### src/rtl/tns_decoder_27_pkg.sv
// Shared TNS constants for the 27-bit codec: codeword length, data width, bit weights.
// Weights follow the tribonacci series (1, 2, 4, 7, 13, ...) from bit 0 upward.
package tns_decoder_27_pkg;

   localparam int TNS_CW_LEN = 27;
   localparam int BLEN09     = 24;
   localparam int TNS_NGRP   = 9;

   typedef logic [BLEN09-1:0] tns_word_t;

   typedef struct packed {
      tns_word_t a;
      tns_word_t b;
      tns_word_t c;
   } tns_grp_w_t;

   // Weight of codeword bit j; each weight is the sum of the three below it.
   function automatic tns_word_t tns_bit_w(input int j);
      tns_word_t w0;
      tns_word_t w1;
      tns_word_t w2;
      tns_word_t wn;
      tns_word_t res;
      w0 = tns_word_t'(1);
      w1 = tns_word_t'(2);
      w2 = tns_word_t'(4);
      wn = '0;
      for (int i = 3; i <= j; i++) begin
         wn = w0 + w1 + w2;
         w0 = w1;
         w1 = w2;
         w2 = wn;
      end
      if (j == 0)      res = w0;
      else if (j == 1) res = w1;
      else             res = w2;
      return res;
   endfunction

   localparam tns_word_t TNS01_A = tns_bit_w(2);
   localparam tns_word_t TNS01_B = tns_bit_w(1);
   localparam tns_word_t TNS01_C = tns_bit_w(0);
   localparam tns_word_t TNS02_A = tns_bit_w(5);
   localparam tns_word_t TNS02_B = tns_bit_w(4);
   localparam tns_word_t TNS02_C = tns_bit_w(3);
   localparam tns_word_t TNS03_A = tns_bit_w(8);
   localparam tns_word_t TNS03_B = tns_bit_w(7);
   localparam tns_word_t TNS03_C = tns_bit_w(6);
   localparam tns_word_t TNS04_A = tns_bit_w(11);
   localparam tns_word_t TNS04_B = tns_bit_w(10);
   localparam tns_word_t TNS04_C = tns_bit_w(9);
   localparam tns_word_t TNS05_A = tns_bit_w(14);
   localparam tns_word_t TNS05_B = tns_bit_w(13);
   localparam tns_word_t TNS05_C = tns_bit_w(12);
   localparam tns_word_t TNS06_A = tns_bit_w(17);
   localparam tns_word_t TNS06_B = tns_bit_w(16);
   localparam tns_word_t TNS06_C = tns_bit_w(15);
   localparam tns_word_t TNS07_A = tns_bit_w(20);
   localparam tns_word_t TNS07_B = tns_bit_w(19);
   localparam tns_word_t TNS07_C = tns_bit_w(18);
   localparam tns_word_t TNS08_A = tns_bit_w(23);
   localparam tns_word_t TNS08_B = tns_bit_w(22);
   localparam tns_word_t TNS08_C = tns_bit_w(21);
   localparam tns_word_t TNS09_A = tns_bit_w(26);
   localparam tns_word_t TNS09_B = tns_bit_w(25);
   localparam tns_word_t TNS09_C = tns_bit_w(24);

   // Per-group weight set (k = 1..9); group 1 uses weight 1 for bit 0.
   function automatic tns_grp_w_t tns_grp_w(input int k);
      tns_grp_w_t gw;
      gw.a = tns_bit_w(3*k - 1);
      gw.b = tns_bit_w(3*k - 2);
      gw.c = (k == 1) ? tns_word_t'(1) : tns_bit_w(3*k - 3);
      return gw;
   endfunction

endpackage

### src/rtl/tns_decoder_27_group_sum.sv
// One 3-bit TNS group: adds the weights of the set bits (combinational).
module tns_group_sum
   import tns_decoder_27_pkg::*;
(
   input  logic [2:0] bits,
   input  tns_grp_w_t w,
   output tns_word_t  psum
);

   assign psum = (bits[2] ? w.a : '0)
               + (bits[1] ? w.b : '0)
               + (bits[0] ? w.c : '0);

endmodule

### src/rtl/tns_decoder_27.sv
// 27-bit TNS codeword decoder: 4-register weighted-sum pipeline with valid/ready flow control.
// Optional crosstalk-violation flag on xt_err when TNS_XTALK_CHECK_EN is defined.
module tns_decoder_27
   import tns_decoder_27_pkg::*;
(
   input  logic                  clock,
   input  logic                  rst_n,
   input  logic [TNS_CW_LEN-1:0] code_in,
   input  logic                  in_valid,
   output logic                  in_ready,
   output logic [BLEN09-1:0]     data_out,
   output logic                  out_valid,
   input  logic                  out_ready
`ifdef TNS_XTALK_CHECK_EN
   ,
   output logic                  xt_err
`endif
);

   // Handshake: a word moves on valid && ready at either port; the whole
   // pipeline freezes only while the output holds a word the sink refuses.
   logic stall;
   assign stall    = out_valid && !out_ready;
   assign in_ready = !stall;

   logic                               s1_v;
   logic [TNS_CW_LEN-1:0]              s1_code;
   logic                               s2_v;
   logic [TNS_NGRP-1:0][BLEN09-1:0]    s2_p;
   logic                               s3_v;
   logic [2:0][BLEN09-1:0]             s3_s;
   logic [TNS_NGRP-1:0][BLEN09-1:0]    grp_sum;

   for (genvar g = 0; g < TNS_NGRP; g++) begin : g_grp
      localparam tns_grp_w_t GW = tns_grp_w(g + 1);
      tns_group_sum u_grp (
         .bits (s1_code[3*g+2 -: 3]),
         .w    (GW),
         .psum (grp_sum[g])
      );
   end

   always_ff @(posedge clock or negedge rst_n) begin
      if (!rst_n) begin
         s1_v      <= 1'b0;
         s1_code   <= '0;
         s2_v      <= 1'b0;
         s2_p      <= '0;
         s3_v      <= 1'b0;
         s3_s      <= '0;
         out_valid <= 1'b0;
         data_out  <= '0;
      end else if (!stall) begin
         s1_v    <= in_valid;
         s1_code <= code_in;
         s2_v    <= s1_v;
         s2_p    <= grp_sum;
         s3_v    <= s2_v;
         for (int j = 0; j < 3; j++) begin
            s3_s[j] <= s2_p[3*j] + s2_p[3*j+1] + s2_p[3*j+2];
         end
         out_valid <= s3_v;
         data_out  <= s3_s[0] + s3_s[1] + s3_s[2];
      end
   end

`ifdef TNS_XTALK_CHECK_EN
   logic [TNS_CW_LEN-1:0] prev_code;
   logic [TNS_CW_LEN-1:0] rise;
   logic [TNS_CW_LEN-1:0] fall;
   logic                  xt_now;
   logic                  s1_xt;
   logic                  s2_xt;
   logic                  s3_xt;

   // Opposite transitions on neighbouring wires are the worst-case coupling pattern.
   assign rise   = code_in & ~prev_code;
   assign fall   = prev_code & ~code_in;
   assign xt_now = |((rise[TNS_CW_LEN-2:0] & fall[TNS_CW_LEN-1:1]) |
                     (fall[TNS_CW_LEN-2:0] & rise[TNS_CW_LEN-1:1]));

   always_ff @(posedge clock or negedge rst_n) begin
      if (!rst_n) begin
         prev_code <= '0;
         s1_xt     <= 1'b0;
         s2_xt     <= 1'b0;
         s3_xt     <= 1'b0;
         xt_err    <= 1'b0;
      end else if (!stall) begin
         if (in_valid) begin
            prev_code <= code_in;
         end
         s1_xt  <= in_valid && xt_now;
         s2_xt  <= s1_xt;
         s3_xt  <= s2_xt;
         xt_err <= s3_xt;
      end
   end
`endif

endmodule

### config.mk
export PLATFORM = sky130hd
export DESIGN_NAME = tns_decoder_27
export DESIGN_NICKNAME = d
export VERILOG_FILES = /design/src/rtl/tns_decoder_27_pkg.sv /design/src/rtl/tns_decoder_27_group_sum.sv /design/src/rtl/tns_decoder_27.sv
export SDC_FILE = /design/constraint.sdc
export NUM_CORES = 1
export LEC_CHECK = 0
export ABC_AREA = 1
export ABC_CLOCK_PERIOD_IN_PS = 3000
export BUFFER_PORTS_ARGS = -buffer_cell sky130_fd_sc_hd__buf_2
export CAP_MARGIN = 25
export CORE_MARGIN = 2
export CORE_UTILIZATION = 30
export CTS_CLUSTER_DIAMETER = 40
export DETAILED_ROUTE_END_ITERATION = 10
export PLACE_DENSITY = 0.55
export SKIP_LAST_GASP = 1
export SLEW_MARGIN = 25
export SYNTH_ARGS = -nofsm -noshare
export SYNTH_HDL_FRONTEND = slang
export SYNTH_SLANG_ARGS = --single-unit
### constraint.sdc
create_clock -name clock -period 3 [get_ports clock]
set_input_delay 0.6 -clock clock [delete_from_list [all_inputs] [get_ports clock]]
set_output_delay 0.6 -clock clock [all_outputs]
set_load 0.02 [all_outputs]
==> results of run 1 <==
-- worst max-delay path: stages, from the launching register on --
cell	delay, ps
dfrtp_1	400
inv_1	90
fa_1	380
inv_1	70
ha_1	200
inv_1	70
fa_1	400
inv_1	120
nand3_1	80
nand3_1	150
nand2_1	90
nand2_2	90
nand2_1	70
nand2_1	70
nand2_1	50
nand3_1	70
nand2_1	50
-- per-layer routing --
metal | global-route usage | wire (µm) | share of wire | up-vias
met3 | 0.02125 | 1135 | 0.030 | 53
met4 | 0.04310 | 780 | 0.021 | 0
met2 | 0.2393 | 16450 | 0.44 | 185
li1 | - | - | - | 6324
met5 | 0 | 0 | 0 | -
met1 | 0.2131 | 19360 | 0.51 | 5732
-- cells by family (layout without fill, tap and decap cells) --
logic type / count (synthesis) / count (layout) / synth area share
AND/OR/NAND/NOR: 990 / 990 / 0.2724
flip-flops: 213 / 213 / 0.3541
XOR/XNOR: 39 / 39 / 0.02269
buffers and inverters: 279 / 378 / 0.07447
adder cells (fa/ha/maj): 200 / 200 / 0.1951
AO/OA/AOI/OAI: 225 / 225 / 0.08128
-- worst paths after layout --
path                             from      endpoint  slack (ps)  depth (start not counted)
setup reg to reg            s2_p[181]      s3_s[65]         440                         16
hold reg to reg            s1_code[2]       s2_p[2]         460                          2
hold / removal                  rst_n          s1_v          40                          1
max in group asynchronous       rst_n  data_out[15]        2120                          2
min in group clock         code_in[0]    s1_code[0]         240                          3
setup / recovery            s2_p[181]      s3_s[65]         440                         16
-- flip-flops by register name, summed over array words and instances, names as in the netlist --
register / flops
data_out: 24
s1_code: 27
s3_s: 52
s2_p: 106
out_valid: 1
s3_v: 1
s1_v: 1
s2_v: 1
-- cell usage in the layout (no fill, tap or decap), drive strengths merged, types with 2 or more instances in the layout --
master,instances
a21boi,2
a21o,2
a21oi,62
a22oi,3
a31oi,3
and2,3
buf,68
bufinv,6
clkbuf,52
clkinv,9
clkinvlp,4
dfrtp,213
fa,58
ha,142
inv,239
nand2,716
nand3,119
nand3b,18
nand4,15
nor2,102
nor3,8
o211ai,7
o21a,3
o21ai,131
o21bai,6
o31ai,2
or2,9
xnor2,22
xor2,17
-- cell usage after synthesis (all sizes together) (2+ instances only) --
library cell    n  share of area
nand2         716           0.18
inv           229          0.057
dfrtp         213           0.35
ha            142           0.12
o21ai         131          0.044
nand3         119          0.041
nor2          102          0.028
a21oi          62          0.021
fa             58          0.077
buf            39          0.014
xnor2          22          0.013
nand3b         18         0.0090
xor2           17         0.0099
nand4          15         0.0062
or2             9         0.0037
clkbuf          8         0.0020
nor3            8         0.0027
o211ai          7         0.0035
o21bai          6         0.0030
a22oi           3         0.0015
a31oi           3         0.0012
and2            3         0.0012
clkinv          3        0.00075
o21a            3         0.0015
a21boi          2         0.0010
a21o            2         0.0010
o31ai           2         0.0010
-- final cells by class --
cell class                 count  area, µm²
clock inverter                26      370.4
sequential                   213       5330
inverter                     232      875.8
fill                        5287      32220
timing repair buffer          68      442.9
clock buffer                  52       1181
multi-input combinational   1454       8603
tap                          672      840.8
-- stage by stage --
step	util	std cells	hold slack, ps	setup WS, ps
finish	0.3539	2717	37.21	438.3
global route	0.3539	2717	82.63	169.9
detailed placement	0.3227	2639	456.0	477.3
CTS	0.3539	2717	72.03	463.6
floorplan	-	1946	304.4	694.3
global placement	0.3227	2639	455.6	469.7
==> metrics.yaml, run 1 <==
ys_ff_latch: 213
yosysSeqAreaShare: 0.3541
crit_type: "reg -> reg"
hpwl_um: 28960
first_iter_violations: 684
die_area_um2: 51990
setup_viol: 0
final_cell_area_um2: 17640
async_flop_share: 1.000
yosysWarningCount: 0
slew_headroom: 0.4518
layout_min_cycle_time_ps: 2562
start_kind: "register"
skew_ps: 16.41
postRouteAntennaNets: 0
clock.fmax_ghz: 0.3904
drv_slew: 0
path_max_fanout: 4
core_um2: 49860
wl_per_cell_um: 13.88
nNetsFinal: 2244
clock_path_buffers: 3
post-route-period-util: 0.8539
synth_flop_cell: "dfrtp_1"
gr-total-overflow: 0
antenna_found_initial: 0
io_buffers: 56
synth_cell_types: 44
synth.net_count: 2177
max_cap_violations: 0
tns_ps: 0
synthesis.area_um2: 15050
post-cts-setup-buffers: 0
vias: 12290
grt_max_degree: 109
clockRootBuffer: "clkbuf_16"
tightest_slew_ps: 822.3
die_w_um: 228.0
numCtsBuffers: 44
run_status: "finished clean"
grt_setup_unrepaired: "false"
grt_pass1_vias: 12500
cp.required_ps: 3440
grt_pass1_wl_um: 64540
crit_arrival_ps: 3000
start_util: 0.3019
hold_buffers: 0
cts.repair.resized: 0
syn_area_per_cell_um2: 7.736
cts_htree_levels: 2
first_pass_iters: 5
drc: 0
synthCells: 1946
clk_latency_ps: 560
synth_edf_count: 0
endpoint_kind: "register"
rows: 82
grt_usage: 0.1505
routabilityCongestion: 0.8770
diodes: 0
cts_tree: "done"
finalHoldViolations: 0
placed_area_um2: 16090
hold_path.class: "in -> async"
io_pins: 57
drt_wl_total_um: 37720
drive_above_1_share: 0.08753
die_h_um: 228.0
viasPerCell: 4.525
area_growth_pct: 17.20
clkTransAtPathRegs_ps: 50
clkSinkCount: 213
Power of run 1 is left out: the tool's default activity adds up to more than one toggle a clock period on the data nets, which glitch-free logic cannot reach.
==> run 2, diff against run 1 <==
- PLACE_DENSITY: 0.55 -> 0.54
- SYNTH_HIERARCHICAL: unset -> 1
==> run 2 against run 1 <==
  * First-iteration DRC count rose to 2.8 times the previous value
  * Non-clock buffer count rose by 47
  * Die area grew to 2.9 times the previous value
  * Setup slack lost 120 ps
  * Critical path type unchanged
==> metrics.yaml, run 2 <==
cp.required_ps: 3530  # +90 ps
drive_above_1_share: 0.05793  # -0.02960
async_flop_share: 1.000  # unchanged
reg2reg_depth: 14  # -2
hpwl_um: 103000  # +260%
critPathLaunch: "s2_p[1]"
cp.depth: 14  # -2
synthCells: 7274  # +270%
final_cell_mix: "3472 x nand2_1, 1398 x inv_1, 675 x conb_1"
run_status: "finished clean"
viasPerCell: 4.179  # -7.6%
grt_pass1_vias: 41350  # +230%
clockRootBuffer: "clkbuf_16"
synth_edf_count: 0  # unchanged
critPathSlowestCell: "fa_1"
die_w_um: 390.0  # +71%
crit_arrival_ps: 3210  # +210 ps
first_pass_iters: 7  # +2
synthTopCellsByArea: "nand2_1 29%, dfrtp_1 19%, fa_1 14%, inv_1 12%, ha_1 8.0%"
tns_ps: 0  # unchanged
instances_no_fill: 9977  # +270%
largest_reg_flops: 216  # +100%
grt_setup_unrepaired: "false"
cpLargestDelayFamily: "adder cells"
die_h_um: 390.0  # +71%
path_max_fanout: 4  # unchanged
endpoint: "s3_s[13]"
area_growth_pct: 17.17  # about the same
wl_per_cell_um: 12.46  # -10%
numCtsBuffers: 75  # +70%
drv_slew: 0  # unchanged
crit_buf_inv: 2  # -2
ys_ff_latch: 343  # +61%
setup_ws_ps: 316.5  # -121.8 ps
clock.fmax_ghz: 0.3726  # -4.5%
routabilityCongestion: 0.8935  # +1.9%
hold_path.class: "in -> reg"
clock_path_buffers: 3  # unchanged
tightest_slew_ps: 927.6  # +105.3 ps
cts_htree_levels: 3  # +1
gr-total-overflow: 0  # unchanged
yosysWarningCount: 6  # +6
met1_usage: 0.2225  # +0.009396
reg2reg_slack_ps: 320  # -120 ps
grt_pass1_wl_um: 208800  # +220%
skew_ps: 19.69  # +3.283 ps
crit_top_cell: "nand2_1"
synth_cell_types: 35  # -20%
yosysTopAreaCellShare: 0.2916  # -0.06249
post-route-period-util: 0.8945  # +0.04060
setup_viol: 0  # unchanged
synth_flop_cell: "dfrtp_1"
drt_wl_total_um: 124400  # +230%
syn_area_per_cell_um2: 6.145  # -21%
synth_commonest_cells: "3472 x nand2_1, 1398 x inv_1, 343 x dfrtp_1, 341 x nand3_1"
nNetsFinal: 8612  # +280%
start_kind: "register"
start_util: 0.3023  # +0.0004238
layout_min_cycle_time_ps: 2684  # +121.8 ps
grt_usage: 0.1677  # +0.01720
synthMostInstantiatedCell: "nand2_1"
io_buffers: 56  # unchanged
endpoint_kind: "register"
seq_area_um2: 8584  # +61%
max_cap_violations: 0  # unchanged
first_iter_violations: 1881  # +180%
fillerInstances: 16400  # +210%
cp_cell_sequence: "fa_1, ha_1, inv_1, fa_1, inv_1, nand3_1, nand3_1, nand2_1, nand2_1, nand2_1, nand2_1, nand2_1, nand3_1, nand2_1"
die_area_um2: 152100  # +190%
grtUsageMet3: 0.01893  # -0.002323
reg_top3: "s2_p (216), s3_s (72), s1_code (27)"
cts_tree: "done"
rows: 141  # +72%
drc: 0  # unchanged
multiInputGateArea_um2: 32600  # +280%
rr_endpoint: "s3_s[13]"
finalHoldViolations: 0  # unchanged
synthesis.area_um2: 44700  # +200%
synth_top_cell_by_area: "nand2_1"
crit_type: "reg -> reg"
vias: 41690  # +240%
clkTransAtPathRegs_ps: 50  # about the same
yosysSeqAreaShare: 0.1920  # -0.1620
final_common_cell: "nand2_1"
core_um2: 147800  # +200%
post-place-ws_ps: 230.8  # -246.5 ps
timing.rr.start: "s2_p[1]"
grtUsageMet2: 0.2929  # +0.05358
grt_max_degree: 117  # +7.3%
slew_headroom: 0.3816  # -0.07022
clkSinkCount: 343  # +61%
slowest_delay_ps: 540  # +140 ps
clk_latency_ps: 650  # +90 ps
regMostFlops: "s2_p"
io_pins: 57  # unchanged
place_inst: 9835  # +270%
postRouteAntennaNets: 0  # unchanged
busiest_layer: "met2"
antenna_found_initial: 4  # +4
-- run 2: cell count changes in the layout (fill, tap and decap cells not counted), sizes merged, moves of 38 or more --
| cell | delta |
|---|---|
| nand2 | +2835 |
| inv | +1202 |
| conb | +675 |
| nor2 | +257 |
| fa | +254 |
| nand3 | +246 |
| ha | +144 |
| dfrtp | +130 |
| a21oi | +82 |
| o21ai | -73 |
| xor2 | +70 |
| buf | +46 |
| nand4 | +38 |
-- run 2: cell type report --
| type | count | area share |
|---|---|---|
| clock inverters | 52 | 0.01089 |
| repair buffers | 115 | 0.01620 |
| multi-input cells | 6020 | 0.6225 |
| well taps | 1930 | 0.04611 |
| inverters | 1428 | 0.1025 |
| flip-flops and latches | 343 | 0.1639 |
| clock buffers | 86 | 0.03779 |
| diodes | 3 | 0.0001433 |
-- run 2: timing repair --
| action | CTS | global route |
|---|---|---|
| hold endpoints to repair | 37 | 0 |
| endpoints found under the setup margin | 0 | 2 |
| resized for setup | 0 | 1 |
| hold buffers | 1 | 0 |
| buffers inserted | 0 | 0 |
-- run 2: worst min-delay path by stage --
stage / start / cells past startpoint / to
after floorplan: rst_n / 0 / data_out[0]
after CTS: code_in[0] / 3 / s1_code[0]
after global routing: code_in[17] / 3 / s1_code[17]
after global placement: s3_v / 2 / out_valid
final: code_in[17] / 3 / s1_code[17]
after detailed placement: s3_v / 2 / out_valid
-- run 2: cell families (layout without fill, tap and decap cells) --
| group | count (synthesis) | count (layout) | share of synthesized area |
|---|---|---|---|
| DFF | 343 | 343 | 0.1920 |
| and+or+nand+nor | 4417 | 4417 | 0.4029 |
| xor gates and xnor gates | 127 | 127 | 0.02489 |
| buffers and inverters | 1584 | 1681 | 0.1351 |
| other | 2 | 678 | 0.0001680 |
| adders and majority gates | 598 | 598 | 0.2198 |
| AOI/OAI and AO/OA | 203 | 203 | 0.02511 |
-- run 2: tightest hold or removal path, cell delays in order --
cell     delay (ps)
buf_2            80
nand2_1          40
nand2_1          40
-- run 2: through the flow --
| stage | hold slack, ps | area (µm²) | utilization |
|---|---|---|---|
| after floorplan | 304.4 | 47220 | - |
| after global placement | 429.6 | 49810 | 0.3369 |
| after detailed placement | 442.7 | 49810 | 0.3369 |
| after CTS | 104.6 | 52370 | 0.3542 |
| after global routing | 139.5 | 52370 | 0.3542 |
| final | 149.8 | 52370 | 0.3543 |
-- run 2: per-layer routing --
metal / share of wire / wire length (µm)
met1: 0.48 / 59720
met2: 0.47 / 58780
met3: 0.030 / 3740
met4: 0.017 / 2072
met5: 0.00031 / 39
Power of run 2 is left out for the same reason.
==> run 3, diff against run 2 <==
- CELL_PAD_IN_SITES_DETAIL_PLACEMENT: unset -> 0
- CELL_PAD_IN_SITES_GLOBAL_PLACEMENT: unset -> 2
- PLACE_DENSITY: 0.54 -> 0.81
==> run 3 against run 2 <==
  * Flip-flop and latch count did not move
  * Cell area rose by 0.47%
  * Core utilization rose by 0.17 points
  * Critical path type unchanged
==> metrics.yaml, run 3 (synthesis gave the netlist of run 2 again) <==
run_status: "finished clean"
grt_pass1_wl_um: 216200  # +3.6%
cts_tree: "done"
drc: 0  # unchanged
core_um2: 147800  # unchanged
wl_per_cell_um: 13.17  # +5.6%
critPathSlowestCell: "dfrtp_1"
cpLargestDelayFamily: "adder cells"
wl_met2_um: 61130  # +4.0%
hold_path.class: "in -> reg"
slew_headroom: 0.5874  # +0.2058
clock.fmax_ghz: 0.3716  # -0.29%
crit_type: "reg -> reg"
skew_ps: 28.31  # +8.615 ps
regMostFlops: "s2_p"
wl_met1_um: 64610  # +8.2%
hpwl_um: 110200  # +7.0%
postRouteAntennaNets: 0  # unchanged
reg2reg_depth: 11  # -3
crit_top_cell: "nand2_1"
first_pass_iters: 8  # +1
routabilityCongestion: 0.8857  # -0.87%
top_layer_used: "met5"
numCtsBuffers: 73  # -2.7%
clock_path_buffers: 3  # unchanged
grt_max_degree: 113  # -3.4%
clkTransAtPathRegs_ps: 50  # about the same
finalHoldViolations: 0  # unchanged
io_buffers: 56  # unchanged
die_area_um2: 152100  # unchanged
cp_cell_sequence: "nand2_1, fa_1, inv_1, ha_1, nand2_1, inv_1, a21oi_1, nand2_2, xor2_1, nand2_1, nand2_1"
vias: 41630  # -0.15%
die_h_um: 390.0  # unchanged
drv_slew: 0  # unchanged
crit_buf_inv: 2  # unchanged
viasPerCell: 4.166  # -0.30%
drt_wl_total_um: 131600  # +5.8%
endpoint_kind: "register"
io_pins: 57  # unchanged
largest_reg_flops: 216  # unchanged
final_cell_mix: "3472 x nand2_1, 1398 x inv_1, 675 x conb_1"
gr-total-overflow: 0  # unchanged
post-route-period-util: 0.8971  # +0.002619
start_kind: "register"
drive_above_1_share: 0.06029  # +0.002359
grt_setup_unrepaired: "false"
start_util: 0.3023  # unchanged
first_iter_violations: 2080  # +11%
cts_htree_levels: 3  # unchanged
nNetsFinal: 8630  # +0.21%
tns_ps: 0  # unchanged
clk_latency_ps: 640  # about the same
rows: 141  # unchanged
area_growth_pct: 17.73
final_common_cell: "nand2_1"
reg_top3: "s2_p (216), s3_s (72), s1_code (27)"
setup_viol: 0  # unchanged
grt_pass1_vias: 40830  # -1.3%
final_util: 0.3559  # +0.001676
grt_usage: 0.1764  # +0.008646
antenna_found_initial: 3  # -1
tightest_slew_ps: 614.5  # -313.2 ps
clkSinkCount: 343  # unchanged
die_w_um: 390.0  # unchanged
layout_min_cycle_time_ps: 2691  # +7.858 ps
cp.depth: 11  # -3
max_cap_violations: 0  # unchanged
whs_path_depth: 3  # unchanged
met3WireLength_um: 3499  # -6.4%
crit_arrival_ps: 3260  # +50 ps
path_max_fanout: 11  # +7
post-cts-setup-buffers: 0  # unchanged
clockRootBuffer: "clkbuf_16"
slowest_delay_ps: 570  # +30 ps
cp.required_ps: 3570  # +40 ps
==> run 3: cell types whose count changed in the layout (fill, tap and decap cells not counted), sizes merged <==
cell / before / now
buf: 114 / 134
clkinvlp: 8 / 3
diode: 3 / 1
clkbuf: 86 / 87
inv: 1441 / 1442
==> run 3: worst paths after layout <==
kind | start | endpoint | slack, ps
min | code_in[6] | s1_code[6] | 150
max reg2reg | s1_code[10] | s2_p[80] | 310
max | s1_code[10] | s2_p[80] | 310
min reg2reg | s3_v | out_valid | 460
min in group asynchronous | rst_n | data_out[22] | 460
max in group asynchronous | rst_n | s1_code[17] | 1660
==> run 3: worst register-to-register path, cell delays in order (launching register included) <==
cell and delay [ps]:
dfrtp_1 570, nand2_1 130, fa_1 520, inv_1 40
ha_1 360, nand2_1 150, inv_1 70, a21oi_1 180
nand2_2 100, xor2_1 200, nand2_1 170, nand2_1 130
==> run 3: metal layers <==
layer / global-route usage / up-vias
li1: - / 22270
met5: 0 / -
met4: 0.03714 / 2
met2: 0.2994 / 428
met1: 0.2420 / 18800
met3: 0.01748 / 128
==> run 3: metrics by stage <==
stage / setup slack [ps] / std cells / cell area, µm² / hold slack [ps]
floorplan: 403.8 / 7947 / 47220 / 304.4
global placement: 244.8 / 9854 / 49990 / 435.0
detailed placement: 256.5 / 9854 / 49990 / 444.0
CTS: 234.3 / 9990 / 52600 / 92.90
global route: 28.30 / 9991 / 52620 / 144.4
finish: 308.6 / 9992 / 52620 / 154.7
==> run 3: repair_timing <==
action	CTS	global route
resized for setup	0	1
hold endpoints to repair	31	0
endpoints found under the setup margin	0	1
hold buffers	1	0
==> run 3: final cells by class <==
cell class / count / area (µm²)
antenna: 1 / 2.502
inverter: 1428 / 5368
clock buffer: 87 / 2001
fill: 16600 / 95220
timing repair buffer: 135 / 1044
clock inverter: 48 / 606.8
sequential: 343 / 8584
tap: 1930 / 2415
multi-input combinational: 6020 / 32600
Power of run 3 is left out for the same reason.
